**config.mk**
```make
export PLATFORM = sky130hd
export DESIGN_NAME = aq_ifu_ipack_rd_ctrl_flat
export DESIGN_NICKNAME = d
export VERILOG_FILES = /design/src/rtl/aq_ifu_ipack_rd_ctrl_if.sv /design/src/rtl/aq_ifu_ipack_rd_ctrl.sv /design/src/flat_wrapper.sv
export SDC_FILE = /design/constraint.sdc
export NUM_CORES = 1
export LEC_CHECK = 0
export CORE_MARGIN = 3
export CORE_UTILIZATION = 30
export CTS_BUF_LIST = sky130_fd_sc_hd__clkbuf_2
export CTS_CLUSTER_SIZE = 30
export DETAILED_ROUTE_END_ITERATION = 16
export DONT_BUFFER_PORTS = 1
export PLACE_DENSITY_LB_ADDON = 0.12
export SYNTH_ARGS = -nofsm -noshare
export SYNTH_HDL_FRONTEND = slang
export SYNTH_SLANG_ARGS = --single-unit
```
**constraint.sdc**
```tcl
create_clock -name forever_cpuclk -period 2.38 [get_ports forever_cpuclk]
set_input_delay 0.238 -clock forever_cpuclk [delete_from_list [all_inputs] [get_ports forever_cpuclk]]
set_output_delay 0.238 -clock forever_cpuclk [all_outputs]
set_load 0.03 [all_outputs]
```
**src/rtl/aq_ifu_ipack_rd_ctrl_if.sv**
```systemverilog
// Bus between the ipack buffer entries, the read controller and the IDU decode stage.
// The master side is the buffer/IDU environment; the slave side is the read controller.
interface aq_ifu_ipack_rd_ctrl_if #(
  parameter int ENTRY_NUM = 4
);
  // Buffer entries towards the reader
  logic                   ipack_buf_flush;
  logic [ENTRY_NUM-1:0]   ipack_entry_vld;
  logic [32*ENTRY_NUM-1:0] ipack_entry_inst;
  logic [ENTRY_NUM-1:0]   ipack_entry_acc_err;
  logic [ENTRY_NUM-1:0]   ipack_entry_pgflt;
  logic [ENTRY_NUM-1:0]   ipack_entry_retire_en;
  logic [ENTRY_NUM-1:0]   ipack_rd_ptr;

  // Output register towards IDU
  logic                   idu_ifu_id_stall;
  logic                   ifu_idu_id_inst_vld;
  logic [31:0]            ifu_idu_id_inst;
  logic                   ifu_idu_id_acc_err;
  logic                   ifu_idu_id_pgflt;

  modport master (
    output ipack_buf_flush,
    output ipack_entry_vld,
    output ipack_entry_inst,
    output ipack_entry_acc_err,
    output ipack_entry_pgflt,
    output idu_ifu_id_stall,
    input  ipack_entry_retire_en,
    input  ipack_rd_ptr,
    input  ifu_idu_id_inst_vld,
    input  ifu_idu_id_inst,
    input  ifu_idu_id_acc_err,
    input  ifu_idu_id_pgflt
  );

  modport slave (
    input  ipack_buf_flush,
    input  ipack_entry_vld,
    input  ipack_entry_inst,
    input  ipack_entry_acc_err,
    input  ipack_entry_pgflt,
    input  idu_ifu_id_stall,
    output ipack_entry_retire_en,
    output ipack_rd_ptr,
    output ifu_idu_id_inst_vld,
    output ifu_idu_id_inst,
    output ifu_idu_id_acc_err,
    output ifu_idu_id_pgflt
  );
endinterface

```
**src/rtl/aq_ifu_ipack_rd_ctrl.sv**
```systemverilog
// IFU ipack buffer read controller: one-hot head pointer, retire pulses and IDU output register.
// Define AQ_IFU_IPACK_RD_EXPT_BLOCK_EN to stop issuing after a faulting entry until the next flush.
module aq_ifu_ipack_rd_ctrl #(
  parameter int ENTRY_NUM = 4
) (
  input  logic                 forever_cpuclk,
  input  logic                 cpurst_b,
  aq_ifu_ipack_rd_ctrl_if.slave bus
);

  logic [ENTRY_NUM-1:0] rd_ptr_q;

  logic                 head_vld;
  logic [31:0]          head_inst;
  logic                 head_acc_err;
  logic                 head_pgflt;

  logic                 out_vld_q;
  logic [31:0]          out_inst_q;
  logic                 out_acc_err_q;
  logic                 out_pgflt_q;

  logic                 out_free;
  logic                 run_ok;
  logic                 issue;

  // ---------------------------------------------------------------------------
  // Head entry selection (AND-OR mux on the one-hot pointer)
  // ---------------------------------------------------------------------------
  always_comb begin
    // NOTE: every always_comb output gets a default before any conditional
    // update, so no path can leave it unassigned and infer a latch.
    head_inst    = '0;
    head_acc_err = 1'b0;
    head_pgflt   = 1'b0;
    for (int i = 0; i < ENTRY_NUM; i++) begin
      head_inst    = head_inst | (bus.ipack_entry_inst[32*i +: 32] & {32{rd_ptr_q[i]}});
      head_acc_err = head_acc_err | (bus.ipack_entry_acc_err[i] & rd_ptr_q[i]);
      head_pgflt   = head_pgflt | (bus.ipack_entry_pgflt[i] & rd_ptr_q[i]);
    end
  end

  assign head_vld = |(bus.ipack_entry_vld & rd_ptr_q);
  assign out_free = !out_vld_q || !bus.idu_ifu_id_stall;

  // Reset is folded in so a retire pulse cannot escape while cpurst_b is low.
  assign issue = head_vld && out_free && run_ok && !bus.ipack_buf_flush && cpurst_b;

  // ---------------------------------------------------------------------------
  // Exception blocking state machine (compiled in only with the feature)
  // ---------------------------------------------------------------------------
`ifdef AQ_IFU_IPACK_RD_EXPT_BLOCK_EN
  typedef enum logic {
    RUN       = 1'b0,
    EXPT_WAIT = 1'b1
  } state_t;

  state_t state_q;
  state_t state_d;

  always_ff @(posedge forever_cpuclk or negedge cpurst_b) begin
    if (!cpurst_b) begin
      state_q <= RUN;
    end else begin
      state_q <= state_d;
    end
  end

  always_comb begin
    state_d = state_q;
    case (state_q)
      RUN: begin
        if (issue && (head_acc_err || head_pgflt)) begin
          state_d = EXPT_WAIT;
        end
      end
      EXPT_WAIT: begin
        if (bus.ipack_buf_flush) begin
          state_d = RUN;
        end
      end
      default: state_d = RUN;
    endcase
  end

  always_comb begin
    run_ok = (state_q == RUN);
  end
`else
  // Without the feature the reader never leaves RUN, so no state is kept.
  always_comb begin
    run_ok = 1'b1;
  end
`endif

  // ---------------------------------------------------------------------------
  // Head pointer
  // ---------------------------------------------------------------------------
  always_ff @(posedge forever_cpuclk or negedge cpurst_b) begin
    if (!cpurst_b) begin
      // NOTE: sequential state is updated with non-blocking assignments only,
      // so every flop samples pre-edge values regardless of block ordering.
      rd_ptr_q <= ENTRY_NUM'(1);
    end else if (bus.ipack_buf_flush) begin
      rd_ptr_q <= ENTRY_NUM'(1);
    end else if (issue) begin
      rd_ptr_q <= {rd_ptr_q[ENTRY_NUM-2:0], rd_ptr_q[ENTRY_NUM-1]};
    end
  end

  // ---------------------------------------------------------------------------
  // Output register towards IDU
  // ---------------------------------------------------------------------------
  always_ff @(posedge forever_cpuclk or negedge cpurst_b) begin
    if (!cpurst_b) begin
      out_vld_q <= 1'b0;
    end else if (bus.ipack_buf_flush) begin
      out_vld_q <= 1'b0;
    end else if (issue) begin
      out_vld_q <= 1'b1;
    end else if (!bus.idu_ifu_id_stall) begin
      out_vld_q <= 1'b0;
    end
  end

  // Data fields only move on issue; a flush or drain leaves them in place.
  always_ff @(posedge forever_cpuclk or negedge cpurst_b) begin
    if (!cpurst_b) begin
      out_inst_q    <= '0;
      out_acc_err_q <= 1'b0;
      out_pgflt_q   <= 1'b0;
    end else if (issue) begin
      out_inst_q    <= head_inst;
      out_acc_err_q <= head_acc_err;
      out_pgflt_q   <= head_pgflt;
    end
  end

  // ---------------------------------------------------------------------------
  // Outputs
  // ---------------------------------------------------------------------------
  assign bus.ipack_entry_retire_en = issue ? rd_ptr_q : '0;
  assign bus.ipack_rd_ptr          = rd_ptr_q;
  assign bus.ifu_idu_id_inst_vld   = out_vld_q;
  assign bus.ifu_idu_id_inst       = out_inst_q;
  assign bus.ifu_idu_id_acc_err    = out_acc_err_q;
  assign bus.ifu_idu_id_pgflt      = out_pgflt_q;

endmodule

```
**src/flat_wrapper.sv**
```systemverilog
// flat-port wrapper written by rule: the top's interface ports become plain ports
module aq_ifu_ipack_rd_ctrl_flat 
#(
  parameter int ENTRY_NUM = 4
)
  (forever_cpuclk, cpurst_b, bus_ipack_buf_flush, bus_ipack_entry_vld, bus_ipack_entry_inst, bus_ipack_entry_acc_err, bus_ipack_entry_pgflt, bus_idu_ifu_id_stall, bus_ipack_entry_retire_en, bus_ipack_rd_ptr, bus_ifu_idu_id_inst_vld, bus_ifu_idu_id_inst, bus_ifu_idu_id_acc_err, bus_ifu_idu_id_pgflt);
  aq_ifu_ipack_rd_ctrl_if #(.ENTRY_NUM(ENTRY_NUM)) bus_i ();
  input  logic forever_cpuclk;
  input  logic cpurst_b;
  input wire logic [$bits(bus_i.ipack_buf_flush)-1:0] bus_ipack_buf_flush;
  input wire logic [$bits(bus_i.ipack_entry_vld)-1:0] bus_ipack_entry_vld;
  input wire logic [$bits(bus_i.ipack_entry_inst)-1:0] bus_ipack_entry_inst;
  input wire logic [$bits(bus_i.ipack_entry_acc_err)-1:0] bus_ipack_entry_acc_err;
  input wire logic [$bits(bus_i.ipack_entry_pgflt)-1:0] bus_ipack_entry_pgflt;
  input wire logic [$bits(bus_i.idu_ifu_id_stall)-1:0] bus_idu_ifu_id_stall;
  output wire logic [$bits(bus_i.ipack_entry_retire_en)-1:0] bus_ipack_entry_retire_en;
  output wire logic [$bits(bus_i.ipack_rd_ptr)-1:0] bus_ipack_rd_ptr;
  output wire logic [$bits(bus_i.ifu_idu_id_inst_vld)-1:0] bus_ifu_idu_id_inst_vld;
  output wire logic [$bits(bus_i.ifu_idu_id_inst)-1:0] bus_ifu_idu_id_inst;
  output wire logic [$bits(bus_i.ifu_idu_id_acc_err)-1:0] bus_ifu_idu_id_acc_err;
  output wire logic [$bits(bus_i.ifu_idu_id_pgflt)-1:0] bus_ifu_idu_id_pgflt;
  assign bus_i.ipack_buf_flush = bus_ipack_buf_flush;
  assign bus_i.ipack_entry_vld = bus_ipack_entry_vld;
  assign bus_i.ipack_entry_inst = bus_ipack_entry_inst;
  assign bus_i.ipack_entry_acc_err = bus_ipack_entry_acc_err;
  assign bus_i.ipack_entry_pgflt = bus_ipack_entry_pgflt;
  assign bus_i.idu_ifu_id_stall = bus_idu_ifu_id_stall;
  assign bus_ipack_entry_retire_en = bus_i.ipack_entry_retire_en;
  assign bus_ipack_rd_ptr = bus_i.ipack_rd_ptr;
  assign bus_ifu_idu_id_inst_vld = bus_i.ifu_idu_id_inst_vld;
  assign bus_ifu_idu_id_inst = bus_i.ifu_idu_id_inst;
  assign bus_ifu_idu_id_acc_err = bus_i.ifu_idu_id_acc_err;
  assign bus_ifu_idu_id_pgflt = bus_i.ifu_idu_id_pgflt;
  aq_ifu_ipack_rd_ctrl #(.ENTRY_NUM(ENTRY_NUM)) u_core (.forever_cpuclk(forever_cpuclk), .cpurst_b(cpurst_b), .bus(bus_i));
endmodule
```
==> reports/results.tsv <==
stage	metric	value	unit
logic_synthesis	Mapped Nets	361	
final_layout	layout cells sized above 1	0.118	
final_layout	most common cell after layout, fill and taps aside	a22oi_1	
critical_path	Startpoint Class	flip-flop	
clocking	Root Driver	clkbuf_2	
clocking	CTS Sinks	39	
clocking	Num CTS Buffers	5	
global_route	gr ovfl total	0	
final_layout	Syn-to-layout area delta	12.0	%
sta	Clock Skews	0.0233	ns
global_route	vias in the first global route	1939	
sta	Tcrit/Tclk final	0.929	
critical_path	worst endpoint data arrival time	1.97	ns
min_path	Worst Hold Class	in2reg	
pwr	Peak VDD IR	0.477	mV
sta	Max-slew headroom	0.668	
logic_synthesis	Ys Warns	0	
critical_path	Worst Path Max Fanout	11	
critical_path	slowest stage delay, CP	0.57	ns
logic_synthesis	FF+latch count, synth	39	
clocking	Skew-Pair Late Insertion Delay	0.37	ns
min_path	HP Start	bus_ipack_buf_flush	
critical_path	Setup crit start	u_core.bus.ipack_rd_ptr[0]$_DFFE_PN1P_	
logic_synthesis	Avg Cell Area, Syn	10.3	µm²
job	Max-Cap Viols	0	
logic_synthesis	sequential element share of the synthesized area	0.437	
critical_path	Setup crit end kind	output pin	
final_layout	fin util	0.357	
critical_path	crit path cell chain	a222oi_1, buf_4, a221oi_4, buf_12, and2_1, buf_4	
clocking	H-tree level count	2	
die	die area	0.00852	mm²
final_layout	number of diodes	0	
pwr	pwr/cell area	1040	mW/mm²
sta	final hold violations	0	
logic_synthesis	Post-Syn Instances	217	
global_route	largest net degree at the start of global routing	40	
sta	Pins Over Slew Limit	0	
final_layout	area occupied by multi-input gates	0.00118	mm²
die	num rows	30	
critical_path	CP max stage cell	dfstp_2	
final_layout	most frequent cells in the layout	a22oi_1, dfrtp_1, nand2_1, mux2_1, buf_4	
final_layout	sequential cell area	978	µm²
routing	# DRC	0	
die	Initial Util	0.319	
sta	worst hold slack	0.0394	ns
logic_synthesis	synth unique cells	22	
die	Chip Height	92.3	µm
critical_path	FF-to-FF setup slack	0.42	ns
sta	setup TNS	0	ns
sta	Final min period	2.21	ns
clocking	clock-pin slew on the worst setup and hold paths	0.20	ns
critical_path	CP delay by family, top	flip-flops	
pwr	leakage	1.09	nW
final_layout	fin cells	317	
die	Core Region	0.00702	mm²
pwr	power after layout	2.60	mW
routing	router iterations before antenna repair	4	
routing	average vias per placed instance	5.77	
logic_synthesis	Syn Std Cell Area	0.00224	mm²
routing	drt initial violations	80	
global_route	All-Layer GR Usage	0.144	
place	routability congestion estimate	0.712	
routing	vias	1828	
place	hpwl dp	4620	µm
clocking	CTS Buffer Depth	2	
sta	Worst-Margin Slew	0.498	ns
routing	DRT Wirelength	6440	µm
critical_path	Req. time, crit path	2.14	ns
global_route	initial antenna violation count	0	
die	DIE WIDTH	92.3	µm
place	# port buffers	0	
critical_path	crit path buf inv count	3	
die	IO Pins	187	
sta	RSZ-0062 raised after global routing	false	
routing	post-route ant nets	0	
global_route	global-route wire length before repair	9600	µm
critical_path	CP Class	reg2out	
sta	Fmax	452	MHz
final_layout	Total Nets Final	366	
critical_path	reg-to-reg startpoint	u_core.bus.ipack_rd_ptr[0]$_DFFE_PN1P_	
routing	Avg WL per Cell	20.3	µm
outcome	outcome	complete, no violations	
sta	count of final setup violators	0	
clocking	CTS tree	yes	
place	Placed Cells	304	
final_layout	FILL cells	712	
critical_path	crit-path most repeated cell	buf_4	
[flip-flops by register name (all words and copies together), names as in the netlist]
| register | cells |
|---|---|
| u_core.bus.ifu_idu_id_inst | 32 |
| u_core.bus.ipack_rd_ptr | 4 |
| u_core.bus.ifu_idu_id_acc_err | 1 |
| u_core.bus.ifu_idu_id_inst_vld | 1 |
| u_core.bus.ifu_idu_id_pgflt | 1 |
[through the flow]
stage / area, µm² / worst slack (ns)
2_1_floorplan: 2240 / 0.457
3_3_place_gp: 2370 / 0.481
3_5_place_dp: 2370 / 0.457
4_1_cts: 2450 / 0.00253
5_1_grt: 2500 / 0.0382
6_report: 2500 / 0.168
[synth_stat cells]
library cell,instances,share of area
mux2_1,35,0.18
clkbuf_1,11,0.018
inv_1,3,0.0050
buf_2,4,0.0090
nor2b_1,2,0.0056
a2111oi_0,1,0.0039
dfrtp_1,38,0.43
a211oi_1,1,0.0034
a221o_1,1,0.0045
a221oi_2,1,0.0067
a22oi_1,68,0.23
nor2_1,2,0.0034
and2_1,3,0.0084
a31o_2,1,0.0039
a222oi_1,1,0.0045
buf_1,5,0.0084
nor3_1,1,0.0022
nand2_1,35,0.059
a32o_1,1,0.0045
nand2b_1,1,0.0028
mux2_2,1,0.0050
dfstp_2,1,0.012
[metal layers]
metal	vias up	wire, µm	track usage
met3	6	531	0.0422
met1	871	2460	0.156
li1	832	-	-
met2	119	3350	0.265
met5	-	0	0
met4	0	108	0.0483
[power breakdown]
| group | leakage, nW | internal [mW] | total (mW) | switching (mW) |
|---|---|---|---|---|
| registers | 0.486 | 0.943 | 1.73 | 0.784 |
| clock network | 0.0249 | 0.0667 | 0.267 | 0.200 |
| logic | 0.576 | 0.307 | 0.607 | 0.300 |
[path summary, 6_finish.rpt]
check                                                                  end  cells after the start
min in group asynchronous       u_core.bus.ifu_idu_id_inst_vld$_DFFE_PN0P_                      2
worst min register to register  u_core.bus.ifu_idu_id_inst[20]$_DFFE_PN0P_                      1
worst min-delay path                u_core.bus.ipack_rd_ptr[0]$_DFFE_PN1P_                      2
max in group asynchronous           u_core.bus.ipack_rd_ptr[0]$_DFFE_PN1P_                      2
worst max register to register  u_core.bus.ifu_idu_id_inst[12]$_DFFE_PN0P_                      5
worst max-delay path                          bus_ipack_entry_retire_en[2]                      6
[final cells by class]
| cell class | count | share of cell area |
|---|---|---|
| Clock buffer | 6 | 0.0120 |
| Sequential cell | 39 | 0.391 |
| Inverter | 3 | 0.00450 |
| Tap cell | 96 | 0.0480 |
| Timing Repair Buffer | 18 | 0.0740 |
| Multi-Input combinational cell | 155 | 0.471 |
[worst reg2reg max path: cells and delay by family (launching register included)]
family / cells / cell delay [ns]
mux: 1 / 0.37
flops: 1 / 0.57
buf+inv: 2 / 0.50
compound gates: 2 / 0.41
[kinds of logic after synthesis]
kind of cell | synth area share
simple gates | 0.0811
buf+inv | 0.0409
mux | 0.181
compound gates | 0.260
flops | 0.437
[repair_timing]
action,CTS,global route
setup buffers,0,2
cloned,0,1
hold buffers,4,0
gates resized for setup,0,3
pin swaps,1,2
endpoints found under the setup margin,3,3
endpoints found under the hold margin,41,0
(Power assumes the default switching activity.)
